[config.mk]
export PLATFORM = sky130hd
export DESIGN_NAME = psum_accumulator
export DESIGN_NICKNAME = d
export VERILOG_FILES = /design/src/rtl/psum_accumulator_pkg.sv /design/src/rtl/basic_adder.sv /design/src/rtl/psum_accumulator.sv
export SDC_FILE = /design/constraint.sdc
export NUM_CORES = 1
export LEC_CHECK = 0
export ABC_AREA = 1
export CAP_MARGIN = 20
export CORE_ASPECT_RATIO = 1.2
export CORE_UTILIZATION = 54
export DETAILED_ROUTE_END_ITERATION = 6
export GPL_ROUTABILITY_DRIVEN = 0
export HOLD_SLACK_MARGIN = 0.1
export PLACE_DENSITY = 0.81
export SYNTH_ARGS = -nofsm -noshare
export SYNTH_HDL_FRONTEND = slang
export SYNTH_SLANG_ARGS = --single-unit
[constraint.sdc]
create_clock -name clk -period 2.4 [get_ports clk]
set_input_delay 0.48 -clock clk [delete_from_list [all_inputs] [get_ports clk]]
set_output_delay 0.48 -clock clk [all_outputs]
set_load 0.1 [all_outputs]
[src/rtl/psum_accumulator_pkg.sv]
// psum_accumulator_pkg
//   Shared definitions for the temporal partial-sum accumulator:
//   - datapath width defaults (common with su_adder_v1)
//   - FSM state encoding
//   - basic_adder mode encodings used by the accumulator
package psum_accumulator_pkg;

    localparam int unsigned DEFAULT_DATA_BITWIDTH = 16;
    localparam int unsigned DEFAULT_CNT_BITWIDTH  = 8;

    typedef enum logic [1:0] {
        StIdle  = 2'b00,
        StAccum = 2'b01,
        StHold  = 2'b10
    } acc_state_e;

    // basic_adder operation select
    localparam logic [1:0] ADD_MODE_ZERO       = 2'b00;
    localparam logic [1:0] ADD_MODE_PASS_RIGHT = 2'b01;
    localparam logic [1:0] ADD_MODE_SUM        = 2'b10;
    localparam logic [1:0] ADD_MODE_PASS_LEFT  = 2'b11;

endpackage

[src/rtl/basic_adder.sv]
// basic_adder
//   Two-input modulo-2^DATA_BITWIDTH adder element with an operation select,
//   shared with the su_adder_v1 adder tree.
// Ports:
//   left  - first operand
//   right - second operand
//   mode  - 00: zero, 01: pass right, 10: left+right, 11: pass left
//   sum   - result, carry discarded
module basic_adder
    import psum_accumulator_pkg::*;
#(
    parameter int unsigned DATA_BITWIDTH = DEFAULT_DATA_BITWIDTH
) (
    input  logic [DATA_BITWIDTH-1:0] left,
    input  logic [DATA_BITWIDTH-1:0] right,
    input  logic [1:0]               mode,
    output logic [DATA_BITWIDTH-1:0] sum
);

    always_comb begin
        sum = '0;
        unique case (mode)
            ADD_MODE_ZERO:       sum = '0;
            ADD_MODE_PASS_RIGHT: sum = right;
            ADD_MODE_SUM:        sum = left + right;
            ADD_MODE_PASS_LEFT:  sum = left;
            default:             sum = '0;
        endcase
    end

endmodule

[src/rtl/psum_accumulator.sv]
// psum_accumulator
//   Temporal accumulation stage after the su_adder_v1 spatial adder tree.
//   Adds cfg_len consecutive accepted partial sums (modulo 2^DATA_BITWIDTH)
//   and presents the result over a valid/ready handshake.
// Ports:
//   clk       - clock, rising edge
//   rst_n     - asynchronous active-low reset
//   clear     - synchronous abort of any group in progress
//   cfg_len   - beats per output, sampled on the first beat; 0 means 1
//   in_valid  - in_data valid
//   in_ready  - beat can be accepted this cycle
//   in_data   - partial sum from the adder tree
//   out_valid - out_data holds a completed sum
//   out_ready - consumer accepts out_data
//   out_data  - accumulated sum (0 when not valid)
//   busy      - FSM is in ACCUM or HOLD
module psum_accumulator
    import psum_accumulator_pkg::*;
#(
    parameter int unsigned DATA_BITWIDTH = DEFAULT_DATA_BITWIDTH,
    parameter int unsigned CNT_BITWIDTH  = DEFAULT_CNT_BITWIDTH
) (
    input  logic                     clk,
    input  logic                     rst_n,
    input  logic                     clear,
    input  logic [CNT_BITWIDTH-1:0]  cfg_len,
    input  logic                     in_valid,
    output logic                     in_ready,
    input  logic [DATA_BITWIDTH-1:0] in_data,
    output logic                     out_valid,
    input  logic                     out_ready,
    output logic [DATA_BITWIDTH-1:0] out_data,
    output logic                     busy
);

    acc_state_e               state_q, state_d;
    logic [DATA_BITWIDTH-1:0] acc_q, acc_d;
    logic [CNT_BITWIDTH-1:0]  cnt_q, cnt_d;
    logic [CNT_BITWIDTH-1:0]  len_q, len_d;

    logic                     in_fire;
    logic                     out_fire;
    logic [CNT_BITWIDTH-1:0]  len_eff;
    logic [CNT_BITWIDTH-1:0]  cnt_inc;
    logic [1:0]               add_mode;
    logic [DATA_BITWIDTH-1:0] add_sum;

    // Outside ACCUM every accepted beat opens a new group, so the adder just
    // passes in_data through; inside ACCUM it adds onto the running sum.
    assign add_mode = (state_q == StAccum) ? ADD_MODE_SUM : ADD_MODE_PASS_RIGHT;

    basic_adder #(
        .DATA_BITWIDTH(DATA_BITWIDTH)
    ) u_adder (
        .left (acc_q),
        .right(in_data),
        .mode (add_mode),
        .sum  (add_sum)
    );

    assign len_eff = (cfg_len == '0) ? CNT_BITWIDTH'(1) : cfg_len;
    assign cnt_inc = cnt_q + CNT_BITWIDTH'(1);

    always_comb begin
        in_ready  = 1'b1;
        out_valid = 1'b0;
        out_data  = '0;
        busy      = (state_q != StIdle);
        if (state_q == StHold) begin
            out_valid = 1'b1;
            out_data  = acc_q;
            in_ready  = out_ready;
        end
        if (clear) begin
            in_ready = 1'b0;
        end
    end

    assign in_fire  = in_valid & in_ready;
    assign out_fire = out_valid & out_ready & ~clear;

    always_comb begin
        state_d = state_q;
        acc_d   = acc_q;
        cnt_d   = cnt_q;
        len_d   = len_q;

        if (clear) begin
            state_d = StIdle;
            acc_d   = '0;
            cnt_d   = '0;
        end else begin
            case (state_q)
                StIdle: begin
                    if (in_fire) begin
                        acc_d   = add_sum;
                        cnt_d   = CNT_BITWIDTH'(1);
                        len_d   = len_eff;
                        state_d = (len_eff == CNT_BITWIDTH'(1)) ? StHold : StAccum;
                    end
                end
                StAccum: begin
                    if (in_fire) begin
                        acc_d = add_sum;
                        cnt_d = cnt_inc;
                        if (cnt_inc == len_q) begin
                            state_d = StHold;
                        end
                    end
                end
                StHold: begin
                    if (out_fire) begin
                        // in_ready follows out_ready here, so a beat can only
                        // arrive together with the output firing.
                        if (in_fire) begin
                            acc_d   = add_sum;
                            cnt_d   = CNT_BITWIDTH'(1);
                            len_d   = len_eff;
                            state_d = (len_eff == CNT_BITWIDTH'(1)) ? StHold : StAccum;
                        end else begin
                            cnt_d   = '0;
                            state_d = StIdle;
                        end
                    end
                end
                default: begin
                    state_d = StIdle;
                    acc_d   = '0;
                    cnt_d   = '0;
                end
            endcase
        end
    end

    always_ff @(posedge clk or negedge rst_n) begin
        if (!rst_n) begin
            state_q <= StIdle;
            acc_q   <= '0;
            cnt_q   <= '0;
            len_q   <= '0;
        end else begin
            state_q <= state_d;
            acc_q   <= acc_d;
            cnt_q   <= cnt_d;
            len_q   <= len_d;
        end
    end

endmodule
* Word-level counts from Yosys, hierarchy flattened *
Cells that the tools add are included.

storage, ports and cells
  flip-flop bits (word level) = 34
  input bits = 29
  output and inout bits = 19
  word-level logic and storage cells = 59

cells by class
  $add $sub $neg = 2
  eq/ne operators = 12
  multiplexer cells = 28
  bitwise gates (word level) = 4
  reductions and logical operators = 9

operator list
  kind                 number
  $mux 16              4
  $pmux 16 s4          1
  $mux 8               7
  $pmux 16 s2          1
  $pmux 8 s3           1
  $add 16x16->16       1
  $mux 2               8
  $pmux 8 s2           1
  $ne 3x3->1 const B   3
  $add 8x1->8 const B  1
  $eq 8x1->1 const B   1
  $eq 8x8->1           1
  $logic_not 8->1      1
  $eq 2x2->1 const B   3
  $pmux 2 s3           1
  $reduce_and 3->1     2
  $eq 2x1->1 const B   2
  $logic_not 2->1      2
  $mux 1               4
  $reduce_and 4->1     1
  $reduce_bool 2->1    2
  $and 1x1->1          3
  $ne 3x2->1 const B   1
  $ne 2x2->1 const B   1
  other kinds (2)      2

* Depth between registers and ports, before layout *
Gate-level depths: netlist of run 1.

  depth in word-level cells = 8
  mapped depth = 14
  mapped depth without buffers = 14

* Modules after synthesis *
A second synthesis of run 1 with hierarchy kept.

second synthesis, totals
  cell total of the unflattened synthesis = 500
  area total of the unflattened synthesis = 3243.1 um2

modules (own cells, without submodules)
  module            instances  cells an instance  area an instance (um2)  sequential area each (um2)
  psum_accumulator  1          253                1963.1                  850.8
  basic_adder       1          247                1280.0                  0.0

* Worst setup path after synthesis of run 1 *
Ideal clock, no wire load.

  path kind = flip-flop to output port
  start point = reg state_q[0]
  end point = out out_data[10]
  arrival = 2775 ps
  required time = 1920 ps
  slack = -855 ps
  stages on the path, launching flop included = 5
  buffers on the path = 1
  path through = dfrtp_1 -> nor2_4 -> inv_1 -> clkbuf_1 -> nor2_1

between the ends
  word-level cells in the longest chain between the ends = 2

ends and longest elaborated chain
  element                 RTL line                 RTL
  start, declared         psum_accumulator.sv:36   acc_state_e state_q, state_d;
  start signal, assigned  psum_accumulator.sv:137  state_q <= StIdle;
  start signal, assigned  psum_accumulator.sv:142  state_q <= state_d;
  $eq 2x2->1              psum_accumulator.sv:69   if (state_q == StHold) begin
  $mux 16                 psum_accumulator.sv:69
  end, declared           psum_accumulator.sv:32   output logic [DATA_BITWIDTH-1:0] out_data,

No other way between the ends.

* Worst setup path after layout of run 1 *
  start point = reg state_q[1]
  end point = out out_data[14]

Same word-level chain as after synthesis.

==> reports/results.ini, run 1 <==
[synth]
synth_area_um2=2870
yosys.area_share.simple_pct=37.9
synthArstFlopShare_pct=100
ys_seq_area_share_pct=29.7
synth-compound-area-share_pct=13.2
ys_top_cells_by_area=dfrtp_1, nand2_1, nor2_1
synth.area.mux_share_pct=0
yosysMostFrequentCell=nand2_1
synth_fa_ha_area_share_pct=7.68
syn_nets=491
syn-mean-instance-area_um2=6.45
ys.flop_type=dfrtp_1
synth-xor-area-share_pct=2.14
synth.top_cells.by_count=nand2_1, nor2_1, inv_1
syn_inst=445
synth_top_family_by_area=simple AND/OR/NAND/NOR gates
netlist.area_leader.share_pct=29.7
yosysWarnings=0
synth-edff-count=0
ys_types=36
synth_top_area_cell=dfrtp_1
ys_ff_latch=34

[setup_path]
crit_start=state_q[1]$_DFFE_PN0P_
rr_worst_depth=11
timing.rr.end=acc_q[8]$_DFFE_PN0P_
critPathCaptureType=primary output
crit_cells=5
cp_max_fo=16
critPathArrivalTime_ns=1.78
r2r-start=acc_q[0]$_DFFE_PN0P_
path_buf_inv=3
crit_path_start_kind=flip-flop
slowest_stage=dfrtp_1
cp.required_ns=1.92
path_class=flip-flop to primary output
path_cells=inv_2, nor2_4, inv_4, nor2_2, buf_12
cpPeakStageDelay_ns=0.60
r2r_slack_ns=0.44
crit_family=flip-flops
endpoint=out_data[14]

[routing]
firstDrtPassIters=4
via_count=3028
post-route-drc-count=0
wl_mm=7.54
drtIter0Drc=203
viasPerCell=5.39
antenna_left=0
wl_per_cell_um=13.4

[global_routing]
grt_max_degree=35
antenna_found_initial=0
grt_usage_pct=31.1
grt_pass1_wl_mm=13.0
grt_pass1_vias=3032
grt_overflow_total=0

[final_layout]
fin_util_pct=76.1
nets=547
drive_gt1_share_pct=14.3
antenna_cells=0
area_growth_pct=32.9

[floorplanning]
rows=28
dieWidth_um=68.5
start_util_pct=57.3
dieArea_um2=5610
die_h_um=81.8
ios=48
coreArea_um2=5010

[power_and_ir_drop]
comb_power_share_pct=61.1
seq_power_share_pct=25.7
ir_drop_uv=874
power_switching_mw=1.72
clkPwrFrac_pct=13.2
power_density_nw_per_um2=899
p_leak_nw=1.82
p_int_mw=1.70
switching_share_pct=50.3

[clock_network]
cts-buffers-inserted=5
cts_tree=done
insertion_delay_ns=0.30
clk_pin_slew_ns=0.07
hold_buffers=0
clk_path_buf_depth=2
clkSinkCount=34
root_buffer=clkbuf_8
htreeDepth=2

[min_path]
hold_path.class=flip-flop to flip-flop
hold_start=acc_q[9]$_DFFE_PN0P_

[run_status]
status=completed

[timing]
maxSlewHeadroom_pct=69.7
whs_ns=0.527
hold_violations=0
slew_violations=0
setup_ws_ns=0.141
period_share_pct=94.1
finClkSkew_ns=0.00989
final-setup-viol-count=0
rsz0062_at_grt=no
finalCriticalPeriod_ns=2.26
maxClockFrequency_mhz=443
worst_pin_slew_ns=0.450

[placed_design]
place_hpwl_mm=5.86
place_ws_ns=-0.0752
portBuffers=47

[flow_run]
max_cap_viol_count=0

==> final cells by class <==
type	count	area, um^2
flip-flops and latches	34	851
fillers	377	1200
clock buffers	7	86.3
clock inverters	1	5.00
inverters	63	241
repair buffers	54	713
multi-input cells	343	1840
well taps	60	75.1
==> state kept, by name, indices dropped and copies added, names as in the netlist <==
register,cells
acc_q,16
cnt_q,8
len_q,8
state_q,2
==> routing by layer <==
metal  GRT usage, %  share of wire (%)  routed length, um  vias to the layer above
met5              0                  0                  0                        -
met4           12.5                2.1                158                        0
met1           33.1                 38               2880                     1397
li1               -                  -                  -                     1539
met3           5.14                4.4                331                       11
met2           58.7                 55               4170                       81
==> tightest hold or removal path: stages (launching register included) <==
cell,delay (ns)
dfrtp_1,0.38
nand2_1,0.07
nand2_1,0.06
==> cells by family after synthesis <==
group | Yosys count
compound gates | 65
xor+xnor | 7
fa+ha+maj | 17
buf+inv | 68
flops | 34
simple gates | 254
==> layout by cell type (no fill, tap or decap), drive strengths merged, types with 5 or more instances in the layout <==
cell	synthesis	final
ha	16	16
nand3	43	43
a21oi	22	22
nand2	134	134
buf	4	26
nor2	70	70
xor2	5	5
clkbuf	1	7
o22ai	8	8
dfrtp	34	34
o21ai	29	29
clkdlybuf4s50	0	28
inv	62	62
==> worst min-delay path by stage <==
stage                      endpoint  slack (ns)  cells after the start
2_1_floorplan  acc_q[0]$_DFFE_PN0P_        0.18                      0
3_3_place_gp   acc_q[8]$_DFFE_PN0P_        0.50                      2
3_5_place_dp   acc_q[8]$_DFFE_PN0P_        0.51                      2
4_1_cts        acc_q[8]$_DFFE_PN0P_        0.53                      2
5_1_grt        acc_q[8]$_DFFE_PN0P_        0.56                      2
6_report       acc_q[9]$_DFFE_PN0P_        0.53                      2
==> power by group through the flow <==
stage | logic [mW] | clock network [mW] | registers (mW)
floorplan | 1.53 | 0 | 0.857
global placement | 2.02 | 0 | 0.881
detailed placement | 2.06 | 0 | 0.891
CTS | 2.08 | 0.468 | 0.880
global route | 2.31 | 0.483 | 0.902
finish | 2.09 | 0.454 | 0.881
==> per-stage QoR <==
step | power, mW | setup TNS (ns) | std cells | area (um^2)
floorplan | 2.38 | -0.744 | 445 | 2970
global route | 3.70 | 0 | 562 | 3810
CTS | 3.43 | 0 | 562 | 3810
global placement | 2.90 | -0.0318 | 554 | 3720
detailed placement | 2.95 | -0.179 | 554 | 3720
finish | 3.43 | 0 | 562 | 3810
==> repair_timing <==
item / in CTS / in global routing
endpoints found under the setup margin: 0 / 1
setup buffers: 0 / 0
gates resized for setup: 0 / 1
Note: power is estimated with default switching activity, not from simulation.
==> run 2: changes to the inputs <==
Settings changed: HOLD_SLACK_MARGIN 0.1 to 0.12.
==> results of run 2 <==
No change in the layout: final DEF, timing and power equal those of run 1.
==> run 3: changes to the inputs <==
Settings changed: CORE_UTILIZATION 54 to 49, CTS_CLUSTER_DIAMETER from default to 80, PLACE_DENSITY 0.81 to 0.77.
Clock period 2.4 ns to 1.98 ns, I/O delays scaled along.
==> run 3 against run 2 <==
- the flow now finishes with violations (negative setup slack)
- core utilization is essentially flat
- power grew 46%
- largest cell class unchanged
- die area rose by 9.9%
- worst setup slack got worse by 0.19 ns
- combinational power grew 49%
- register-to-register slack got worse by 0.46 ns
- clock skew is essentially flat
- final cell count rose by 8.2%
- wire length is 22% higher
- global-route usage shrank 1.6 points
- hold slack got worse by 0.063 ns
==> reports/results.ini, run 3 (synthesized netlist as in run 1, its figures left out) <==
[floorplanning]
die_h_um=85.8  ; +4.9%
coreArea_um2=5670  ; +13%
dieArea_um2=6170  ; +9.9%
start_util_pct=50.6  ; -6.6 points
rows=30  ; +7.1%
dieWidth_um=71.9  ; +4.8%
ios=48  ; unchanged

[clock_network]
clk_pin_slew_ns=0.08  ; about the same
root_buffer=clkbuf_8
clkSinkCount=34  ; unchanged
cts-buffers-inserted=5  ; unchanged
clk_path_buf_depth=2  ; unchanged
insertion_delay_ns=0.30  ; about the same
htreeDepth=2  ; unchanged
hold_buffers=0  ; unchanged
cts_tree=done

[final_layout]
antenna_cells=0  ; unchanged
fillers=422  ; +12%
largest_reg_flops=16  ; unchanged
drive_gt1_share_pct=24.6  ; +10 points
mostFrequentLayoutCell=nand2_1
largest_register=acc_q
multi_input_area_um2=2050  ; +11%
fin_cells=608  ; +8.2%
regArea_um2=851  ; unchanged
nets=573  ; +4.8%
final_cell_mix=nand2_1, inv_1, nor2_1
area_growth_pct=50.3
reg_top3=acc_q x16, cnt_q x8, len_q x8

[routing]
via_count=3343  ; +10%
wl_per_cell_um=15.1  ; +13%
drtIter0Drc=254  ; +25%
viasPerCell=5.50  ; +2.1%
firstDrtPassIters=5  ; +1
antenna_left=0  ; unchanged
wl_mm=9.21  ; +22%
post-route-drc-count=0  ; unchanged

[global_routing]
grt_max_degree=35  ; unchanged
grt_usage_pct=29.4  ; -1.6 points
grt_overflow_total=0  ; unchanged
grt_pass1_vias=3241  ; +6.9%
antenna_found_initial=0  ; unchanged
grt_pass1_wl_mm=14.2  ; +9.7%

[timing]
maxClockFrequency_mhz=493
maxSlewHeadroom_pct=64.1  ; -5.6 points
finClkSkew_ns=0.00978  ; -0.000117 ns
finalSetupTns_ns=-0.0875  ; -0.0875 ns
worst_pin_slew_ns=0.533  ; +0.0830 ns
final-setup-viol-count=3  ; +3
finalCriticalPeriod_ns=2.03
setup_ws_ns=-0.0467  ; -0.187 ns
rsz0062_at_grt=yes
slew_violations=0  ; unchanged
period_share_pct=102
hold_violations=0  ; unchanged

[setup_path]
cp_max_fo=3  ; -13
crit_path_start_kind=input port
path_class=input port to flip-flop
critPathCaptureType=flip-flop
critPathArrivalTime_ns=2.25  ; +0.47 ns
cp.required_ns=2.21  ; +0.29 ns

[power_and_ir_drop]
p_leak_nw=2.04  ; +12%
ir_drop_uv=1370  ; +56%
power_density_nw_per_um2=1160  ; +29%

[placed_design]
dp.cells=599  ; +8.1%
place_hpwl_mm=6.04  ; +3.1%
portBuffers=47  ; unchanged

[run_status]
violations=negative setup slack
status=finished with violations

[min_path]
hold_path.class=input port to flip-flop

[flow_run]
max_cap_viol_count=0  ; unchanged

-- run 3: timing repair --
action	in CTS	in global routing
setup buffers	0	1
gates resized for setup	11	34
setup endpoints to repair	8	14
pin swaps	0	6
-- run 3: worst paths after layout --
kind | from | end | slack, ns | depth (start not counted)
setup / recovery | in_data[3] | acc_q[12]$_DFFE_PN0P_ | -0.05 | 11
hold / removal | in_data[0] | acc_q[0]$_DFFE_PN0P_ | 0.46 | 3
min in group asynchronous | rst_n | acc_q[11]$_DFFE_PN0P_ | 0.51 | 2
hold reg to reg | acc_q[14]$_DFFE_PN0P_ | acc_q[14]$_DFFE_PN0P_ | 0.53 | 2
max in group asynchronous | rst_n | state_q[1]$_DFFE_PN0P_ | 1.12 | 2
setup reg to reg | acc_q[0]$_DFFE_PN0P_ | acc_q[12]$_DFFE_PN0P_ | -0.02 | 12
-- run 3: final cells by class --
class | count | share of cell area, %
clock inverters | 2 | 1.39
multi-input cells | 343 | 47.4
well taps | 80 | 2.32
clock buffers | 6 | 1.92
inverters | 63 | 5.72
flip-flops and latches | 34 | 19.7
repair buffers | 80 | 21.5
-- run 3: critical path, stage by stage --
cell             delay (ns)
clkdlybuf4s50_1        0.44
ha_1                   0.33
or2_0                  0.30
and2_4                 0.22
nand3_1                0.09
nand3_1                0.12
nor2_1                 0.11
nor2_1                 0.05
nand2_1                0.07
nand2_1                0.06
o21ai_1                0.08
-- run 3: layer usage --
layer	routed length, um	up-vias	track usage, %
met2	4910	164	57.7
met1	3330	1542	31.7
met5	0	-	0
li1	-	1591	-
met4	420	0	10.5
met3	547	46	3.64
-- run 3: power by group --
group | switching, mW | internal (mW) | leakage [nW] | total, mW
sequential | 0.172 | 0.901 | 0.442 | 1.07
combinational | 1.93 | 1.17 | 1.53 | 3.11
clock | 0.292 | 0.538 | 0.0714 | 0.830
-- run 3: stage by stage --
step                      hold WS, ns  setup slack [ns]  total power, mW  utilization (%)  cell area (um^2)
after CTS                       0.530            0.0177             4.72             73.1              4150
after global routing            0.470           -0.0943             5.31             76.1              4310
after detailed placement        0.517            -0.393             3.81             70.0              3970
after global placement          0.492            -0.360             3.73             70.0              3970
final                           0.464           -0.0467             5.01             76.1              4310
after floorplan                 0.100            -0.390             2.94                -              3020
